**config.mk**
```make
export PLATFORM = sky130hd
export DESIGN_NAME = ctrl_sequencer_flat
export DESIGN_NICKNAME = d
export VERILOG_FILES = /design/src/rtl/ctrl_seq_pkg.sv /design/src/rtl/ctrl_seq_if.sv /design/src/rtl/ctrl_seq_timeout.sv /design/src/rtl/ctrl_sequencer.sv /design/src/flat_wrapper.sv
export SDC_FILE = /design/constraint.sdc
export NUM_CORES = 1
export LEC_CHECK = 0
export CORE_UTILIZATION = 25
export DETAILED_ROUTE_END_ITERATION = 6
export GPL_ROUTABILITY_DRIVEN = 0
export RECOVER_POWER = 25
export SYNTH_ARGS = -nofsm -noshare
export SYNTH_HDL_FRONTEND = slang
export SYNTH_HIERARCHICAL = 1
export SYNTH_SLANG_ARGS = --single-unit
```
**constraint.sdc**
```tcl
create_clock -name clk -period 1.87 [get_ports clk]
set_input_delay 0.561 -clock clk [delete_from_list [all_inputs] [get_ports clk]]
set_output_delay 0.561 -clock clk [all_outputs]
set_load 0.02 [all_outputs]
```
**src/rtl/ctrl_seq_pkg.sv**
```systemverilog
// ============================================================================
// Module      : ctrl_seq_pkg
// Description : State encoding shared by the control sequencer and its bench.
// Revision    : 1.0 - initial release
// ============================================================================
`default_nettype none

package ctrl_seq_pkg;

    localparam int STATE_W = 3;

    typedef enum logic [STATE_W-1:0] {
        ST_IDLE   = 3'd0,
        ST_FETCH  = 3'd1,
        ST_DECODE = 3'd2,
        ST_EXEC   = 3'd3,
        ST_MEM    = 3'd4,
        ST_WB     = 3'd5,
        ST_HALT   = 3'd6
    } state_t;

endpackage

`default_nettype wire

```
**src/rtl/ctrl_seq_if.sv**
```systemverilog
// ============================================================================
// Module      : ctrl_seq_if
// Description : Fetch, decoder-bundle, data-memory and writeback handshake bus.
// Revision    : 1.0 - initial release
// ============================================================================
`default_nettype none

interface ctrl_seq_if;

    logic imem_req;
    logic imem_ack;
    logic ir_load;
    logic regwen_d;
    logic memrw_d;
    logic mem_op_d;
    logic dmem_req;
    logic dmem_ack;
    logic dmem_we;
    logic reg_we;
    logic pc_we;
    logic retire;

    // Sequencer side
    modport master (
        output imem_req, ir_load, dmem_req, dmem_we, reg_we, pc_we, retire,
        input  imem_ack, regwen_d, memrw_d, mem_op_d, dmem_ack
    );

    // Memory / decoder / datapath side
    modport slave (
        input  imem_req, ir_load, dmem_req, dmem_we, reg_we, pc_we, retire,
        output imem_ack, regwen_d, memrw_d, mem_op_d, dmem_ack
    );

endinterface

`default_nettype wire

```
**src/rtl/ctrl_seq_timeout.sv**
```systemverilog
// ============================================================================
// Module      : ctrl_seq_timeout
// Description : Ack-wait counter; expires when count reaches TIMEOUT-1 (0 = never).
// Revision    : 1.0 - initial release
// ============================================================================
`default_nettype none

module ctrl_seq_timeout #(
    parameter int unsigned TIMEOUT = 255,
    parameter int unsigned TO_W    = 16
) (
    input  wire logic clk,
    input  wire logic rst,
    input  wire logic i_clear,
    input  wire logic i_en,
    output logic      o_expired
);

    logic [TO_W-1:0] r_cnt;

    always_ff @(posedge clk) begin
        if (rst || i_clear) begin
            r_cnt <= '0;
        end else if (i_en) begin
            r_cnt <= r_cnt + TO_W'(1);
        end
    end

    generate
        if (TIMEOUT == 0) begin : g_no_limit
            assign o_expired = 1'b0;
        end else begin : g_limit
            localparam logic [TO_W-1:0] c_LIMIT = TO_W'(TIMEOUT - 1);
            assign o_expired = (r_cnt == c_LIMIT);
        end
    endgenerate

endmodule

`default_nettype wire

```
**src/rtl/ctrl_sequencer.sv**
```systemverilog
// ============================================================================
// Module      : ctrl_sequencer
// Description : Multi-cycle RV32I control sequencer (fetch/decode/exec/mem/wb).
//               Optional performance counters enabled by CTRL_SEQ_PERF_EN.
// Revision    : 1.0 - initial release
// ============================================================================
`default_nettype none

module ctrl_sequencer
    import ctrl_seq_pkg::*;
#(
    parameter int unsigned TIMEOUT = 16'd255,
    parameter int unsigned TO_W    = 16
) (
    input  wire logic         clk,
    input  wire logic         rst,
    input  wire logic         run,
    ctrl_seq_if.master        bus,
    output logic              busy,
    output logic              fault,
    output logic [STATE_W-1:0] state_o,
    output logic [31:0]       retired_cnt,
    output logic [31:0]       stall_cnt
);

    state_t r_state;
    state_t w_state_nxt;
    logic   r_regwen;
    logic   r_memrw;
    logic   r_memop;
    logic   r_fault;
    logic   w_to_halt;
    logic   w_wait;
    logic   w_in_wait_state;
    logic   w_expired;

    assign w_in_wait_state = (r_state == ST_FETCH) || (r_state == ST_MEM);
    assign w_wait = ((r_state == ST_FETCH) && !bus.imem_ack) ||
                    ((r_state == ST_MEM)   && !bus.dmem_ack);

    // Counter sits at zero outside FETCH/MEM, so each entry starts a fresh wait
    ctrl_seq_timeout #(
        .TIMEOUT (TIMEOUT),
        .TO_W    (TO_W)
    ) u_timeout (
        .clk       (clk),
        .rst       (rst),
        .i_clear   (!w_in_wait_state),
        .i_en      (w_wait),
        .o_expired (w_expired)
    );

    always_ff @(posedge clk) begin
        if (rst) begin
            r_state  <= ST_IDLE;
            r_regwen <= 1'b0;
            r_memrw  <= 1'b0;
            r_memop  <= 1'b0;
            r_fault  <= 1'b0;
        end else begin
            r_state <= w_state_nxt;
            if (r_state == ST_DECODE) begin
                r_regwen <= bus.regwen_d;
                r_memrw  <= bus.memrw_d;
                r_memop  <= bus.mem_op_d;
            end
            if (w_to_halt) begin
                r_fault <= 1'b1;
            end
        end
    end

    // An ack arriving on the expiry cycle takes priority over the timeout
    always_comb begin
        w_state_nxt = r_state;
        w_to_halt   = 1'b0;
        case (r_state)
            ST_IDLE:   if (run) w_state_nxt = ST_FETCH;
            ST_FETCH: begin
                if (bus.imem_ack) begin
                    w_state_nxt = ST_DECODE;
                end else if (w_expired) begin
                    w_state_nxt = ST_HALT;
                    w_to_halt   = 1'b1;
                end
            end
            ST_DECODE: w_state_nxt = ST_EXEC;
            ST_EXEC:   w_state_nxt = r_memop ? ST_MEM : ST_WB;
            ST_MEM: begin
                if (bus.dmem_ack) begin
                    w_state_nxt = ST_WB;
                end else if (w_expired) begin
                    w_state_nxt = ST_HALT;
                    w_to_halt   = 1'b1;
                end
            end
            ST_WB:     w_state_nxt = run ? ST_FETCH : ST_IDLE;
            ST_HALT:   w_state_nxt = ST_HALT;
            default:   w_state_nxt = ST_IDLE;
        endcase
    end

    assign bus.imem_req = (r_state == ST_FETCH);
    assign bus.ir_load  = (r_state == ST_FETCH) && bus.imem_ack;
    assign bus.dmem_req = (r_state == ST_MEM);
    assign bus.dmem_we  = (r_state == ST_MEM) && r_memrw;
    assign bus.reg_we   = (r_state == ST_WB) && r_regwen;
    assign bus.pc_we    = (r_state == ST_WB);
    assign bus.retire   = (r_state == ST_WB);
    assign busy         = (r_state != ST_IDLE);
    assign fault        = r_fault;
    assign state_o      = r_state;

`ifdef CTRL_SEQ_PERF_EN
    logic [31:0] r_retired_cnt;
    logic [31:0] r_stall_cnt;

    always_ff @(posedge clk) begin
        if (rst) begin
            r_retired_cnt <= 32'd0;
            r_stall_cnt   <= 32'd0;
        end else begin
            if (r_state == ST_WB) begin
                r_retired_cnt <= r_retired_cnt + 32'd1;
            end
            if (w_wait) begin
                r_stall_cnt <= r_stall_cnt + 32'd1;
            end
        end
    end

    assign retired_cnt = r_retired_cnt;
    assign stall_cnt   = r_stall_cnt;
`else
    assign retired_cnt = 32'd0;
    assign stall_cnt   = 32'd0;
`endif

endmodule

`default_nettype wire

```
**src/flat_wrapper.sv**
```systemverilog
// flat-port wrapper written by rule: the top's interface ports become plain ports
module ctrl_sequencer_flat import ctrl_seq_pkg::*;
#(
    parameter int unsigned TIMEOUT = 16'd255,
    parameter int unsigned TO_W    = 16
)
  (clk, rst, run, busy, fault, state_o, retired_cnt, stall_cnt, bus_imem_req, bus_ir_load, bus_dmem_req, bus_dmem_we, bus_reg_we, bus_pc_we, bus_retire, bus_imem_ack, bus_regwen_d, bus_memrw_d, bus_mem_op_d, bus_dmem_ack);
  ctrl_seq_if bus_i ();
  input  wire logic clk;
  input  wire logic rst;
  input  wire logic run;
  output logic busy;
  output logic fault;
  output logic [STATE_W-1:0] state_o;
  output logic [31:0] retired_cnt;
  output logic [31:0] stall_cnt;
  output wire logic [$bits(bus_i.imem_req)-1:0] bus_imem_req;
  output wire logic [$bits(bus_i.ir_load)-1:0] bus_ir_load;
  output wire logic [$bits(bus_i.dmem_req)-1:0] bus_dmem_req;
  output wire logic [$bits(bus_i.dmem_we)-1:0] bus_dmem_we;
  output wire logic [$bits(bus_i.reg_we)-1:0] bus_reg_we;
  output wire logic [$bits(bus_i.pc_we)-1:0] bus_pc_we;
  output wire logic [$bits(bus_i.retire)-1:0] bus_retire;
  input wire logic [$bits(bus_i.imem_ack)-1:0] bus_imem_ack;
  input wire logic [$bits(bus_i.regwen_d)-1:0] bus_regwen_d;
  input wire logic [$bits(bus_i.memrw_d)-1:0] bus_memrw_d;
  input wire logic [$bits(bus_i.mem_op_d)-1:0] bus_mem_op_d;
  input wire logic [$bits(bus_i.dmem_ack)-1:0] bus_dmem_ack;
  assign bus_imem_req = bus_i.imem_req;
  assign bus_ir_load = bus_i.ir_load;
  assign bus_dmem_req = bus_i.dmem_req;
  assign bus_dmem_we = bus_i.dmem_we;
  assign bus_reg_we = bus_i.reg_we;
  assign bus_pc_we = bus_i.pc_we;
  assign bus_retire = bus_i.retire;
  assign bus_i.imem_ack = bus_imem_ack;
  assign bus_i.regwen_d = bus_regwen_d;
  assign bus_i.memrw_d = bus_memrw_d;
  assign bus_i.mem_op_d = bus_mem_op_d;
  assign bus_i.dmem_ack = bus_dmem_ack;
  ctrl_sequencer #(.TIMEOUT(TIMEOUT), .TO_W(TO_W)) u_core (.clk(clk), .rst(rst), .run(run), .bus(bus_i), .busy(busy), .fault(fault), .state_o(state_o), .retired_cnt(retired_cnt), .stall_cnt(stall_cnt));
endmodule
```
==> results.sh <==
export IMPL_final_cell_count_no_fill=316
export IMPL_finalWirelength_mm=3.02
export IMPL_rsz0062_at_grt="true"
export IMPL_syn_inst=201
export IMPL_antenna_found_initial=0
export IMPL_rr_startpoint="u_core/state_o[2]$_SDFFE_PP0P_"
export IMPL_cts_tree="built"
export IMPL_hold_class="flip-flop to flip-flop"
export IMPL_start_util_pct=26.2
export IMPL_synth_edff_count=0
export IMPL_cp_num_buf_inv=2
export IMPL_syn_to_final_growth_pct=15.5
export IMPL_mostFrequentLayoutCell="conb_1"
export IMPL_synth_seq_cells=23
export IMPL_r2r_end="u_core/u_timeout/r_cnt[15]$_SDFFE_PP0P_"
export IMPL_min_to="u_core/r_regwen$_SDFFE_PP0P_"
export IMPL_synth_compound_area_share_pct=9.06
export IMPL_cp_data_required_time_ns=1.31
export IMPL_grt_ovfl_total=0
export IMPL_relSlewSlack_pct=62.5
export IMPL_synth_warnings=6
export IMPL_cp_slowest_cell="or3_1"
export IMPL_period_needed_ns=1.82
export IMPL_final_util_pct=30.2
export IMPL_synth_distinct_cells=42
export IMPL_fp_dieArea_mm2=0.00702
export IMPL_finalNetCount=250
export IMPL_synthAdderAreaFrac_pct=1.50
export IMPL_cellPowerDensity_mw_per_mm2=553
export IMPL_num_vias=1235
export IMPL_grt_usage_pct=8.65
export IMPL_vdd_ir_drop_max_v=0.000434
export IMPL_placedInstanceArea_mm2=0.00183
export IMPL_final_area_mm2=0.00193
export IMPL_core_rowCount=29
export IMPL_io_buffers=19
export IMPL_min_from="u_core/r_regwen$_SDFFE_PP0P_"
export IMPL_drc=0
export IMPL_dp_hpwl_mm=2.26
export IMPL_insertion_delay_ns=0.26
export IMPL_critPathTopFamily="simple AND/OR/NAND/NOR gates"
export IMPL_arrival_ns=1.26
export IMPL_synth_top_family_by_area="buffers and inverters"
export IMPL_place_inst=310
export IMPL_end_kind="output pin"
export IMPL_setup_violations_final=0
export IMPL_fp_dieH_um=83.8
export IMPL_path_max_fanout=4
export IMPL_synth_simple_gate_area_share_pct=22.4
export IMPL_cap_violations=0
export IMPL_cts_buffers=3
export IMPL_cts_buffer_depth=2
export IMPL_worst_path_stages=3
export IMPL_worst_r2r_setup_slack_ns=0.11
export IMPL_grt_max_degree=14
export IMPL_p_leak_nw=0.924
export IMPL_reg2reg_depth=8
export IMPL_detail_route_first_pass_iterations=4
export IMPL_htreeDepth=1
export IMPL_finalSetupTns_ns=0
export IMPL_ys_flop_type="dfxtp_1"
export IMPL_ctsRootBufferMaster="clkbuf_8"
export IMPL_yosysSeqAreaShare_pct=27.5
export IMPL_core_mm2=0.00639
export IMPL_grt_pass1_wl_mm=4.91
export IMPL_fin_crit_sh_pct=97.6
export IMPL_drtAntennaViolNets=0
export IMPL_worstSetupStartpointType="flip-flop"
export IMPL_vias_per_cell=3.91
export IMPL_most_common_layout_cells="conb_1, nor2_1, buf_4"
export IMPL_ios=84
export IMPL_path_cells="buf_4 > or3_1 > buf_2"
export IMPL_slew_viol_final=0
export IMPL_drive_gt1_share_pct=23.4
export IMPL_worst_slack_ns=0.0454
export IMPL_netlist_area_mm2=0.00167
export IMPL_yosys_mux_area_fraction_pct=2.40
export IMPL_insertedDiodeCount=0
export IMPL_skew_ns=0.00142
export IMPL_async_flop_share_pct=0
export IMPL_crit_type="flip-flop to output pin"
export IMPL_hold_viol=0
export IMPL_min_path_cells=2
export IMPL_grt_pass1_vias=1051
export IMPL_status="completed"
export IMPL_clk_pin_slew_ns=0.08
export IMPL_avgSynthCellArea_um2=8.32
export IMPL_critPathLaunch="u_core/state_o[0]$_SDFFE_PP0P_"
export IMPL_critPathMaxStageDelay_ns=0.35
export IMPL_die_x_um=83.8
export IMPL_dp_slack_ns=-0.520
export IMPL_worst_pin_slew_ns=0.561
export IMPL_clock_sinks=23
export IMPL_routedWlPerCell_um=9.56
export IMPL_post_synth_xor_area_fraction_pct=5.76
export IMPL_max_freq_mhz=548
export IMPL_drt_iter0_markers=42
layer usage:
layer / track usage, % / routed length [um] / up-vias
met3: 2.37 / 132 / 2
met2: 14.6 / 1500 / 46
met5: 0 / 0 / -
met1: 10.7 / 1360 / 567
met4: 2.77 / 33 / 0
li1: - / - / 620
cells in the mapped netlist, types with 2 or more instances:
cell type  count  area, um^2
buf_4         66         495
nor2_1        26        97.6
dfxtp_1       23         460
nand2_1        7        26.3
nand4_1        6        37.5
xor2_1         6        52.6
xnor2_1        5        43.8
and2_1         4        25.0
mux2i_1        4        40.0
nor3_1         4        20.0
a21oi_1        3        15.0
a31oi_1        3        18.8
a41o_1         3        30.0
nor4_1         3        18.8
and3_1         2        12.5
and3b_1        2        17.5
buf_2          2        10.0
clkbuf_1       2        7.51
ha_1           2        25.0
inv_1          2        7.51
nand2b_1       2        12.5
nor2b_1        2        12.5
nor3b_2        2        25.0
o21bai_1       2        15.0
flip-flops by register name, summed over array words and instances (netlist names):
register                count
u_core/r_regwen             1
u_core/r_memrw              1
u_core/u_timeout/r_cnt     16
u_core/r_memop              1
u_core/fault                1
u_core/state_o              3
repair_timing:
action	in CTS	in global routing
setup buffers	1	1
pin swaps	1	1
setup endpoints to repair	20	13
gates resized for setup	43	8
cloned	0	0
hold buffers	0	0
worst max-delay path by stage:
stage                                                          to  slack, ns
after floorplan           u_core/u_timeout/r_cnt[15]$_SDFFE_PP0P_      0.002
after global placement                                bus_ir_load      -0.51
after detailed placement                              bus_ir_load      -0.52
after CTS                                              bus_retire       0.01
after global routing               u_core/state_o[0]$_SDFFE_PP0P_      -0.07
final                                                        busy       0.05
cells by family after synthesis:
group,Yosys count
mux,4
simple gates,69
other cells,1
xor+xnor,11
flops,23
fa+ha+maj,2
buf+inv,72
compound gates,19
worst reg2reg max path: cells and delay by family (launching register included):
family                 cells  cell delay [ns]
AOI/OAI and AO/OA          3             0.52
buffers and inverters      1             0.14
DFF                        1             0.42
and+or+nand+nor            4             0.58
layout make-up:
type                            instances  area, um^2
Clock buffer                            3        41.3
Clock inverter                          1        5.00
Fill cell                             681        4460
Inverter                                2        7.51
Multi-Input combinational cell        169         987
Sequential cell                        23         465
Tap cell                               77        96.3
Timing Repair Buffer                   41         328
power by group:
| group | internal (mW) | switching (mW) |
|---|---|---|
| sequential | 0.496 | 0.00727 |
| combinational | 0.0752 | 0.180 |
| clock | 0.149 | 0.161 |
per-stage QoR:
step | hold slack, ns | power [mW]
final | 0.501 | 1.07
after global routing | 0.540 | 1.13
after CTS | 0.511 | 1.09
after detailed placement | 0.490 | 0.773
after global placement | 0.473 | 0.771
after floorplan | 0.452 | 0.796
No activity file was read; power rests on OpenSTA's default activity.
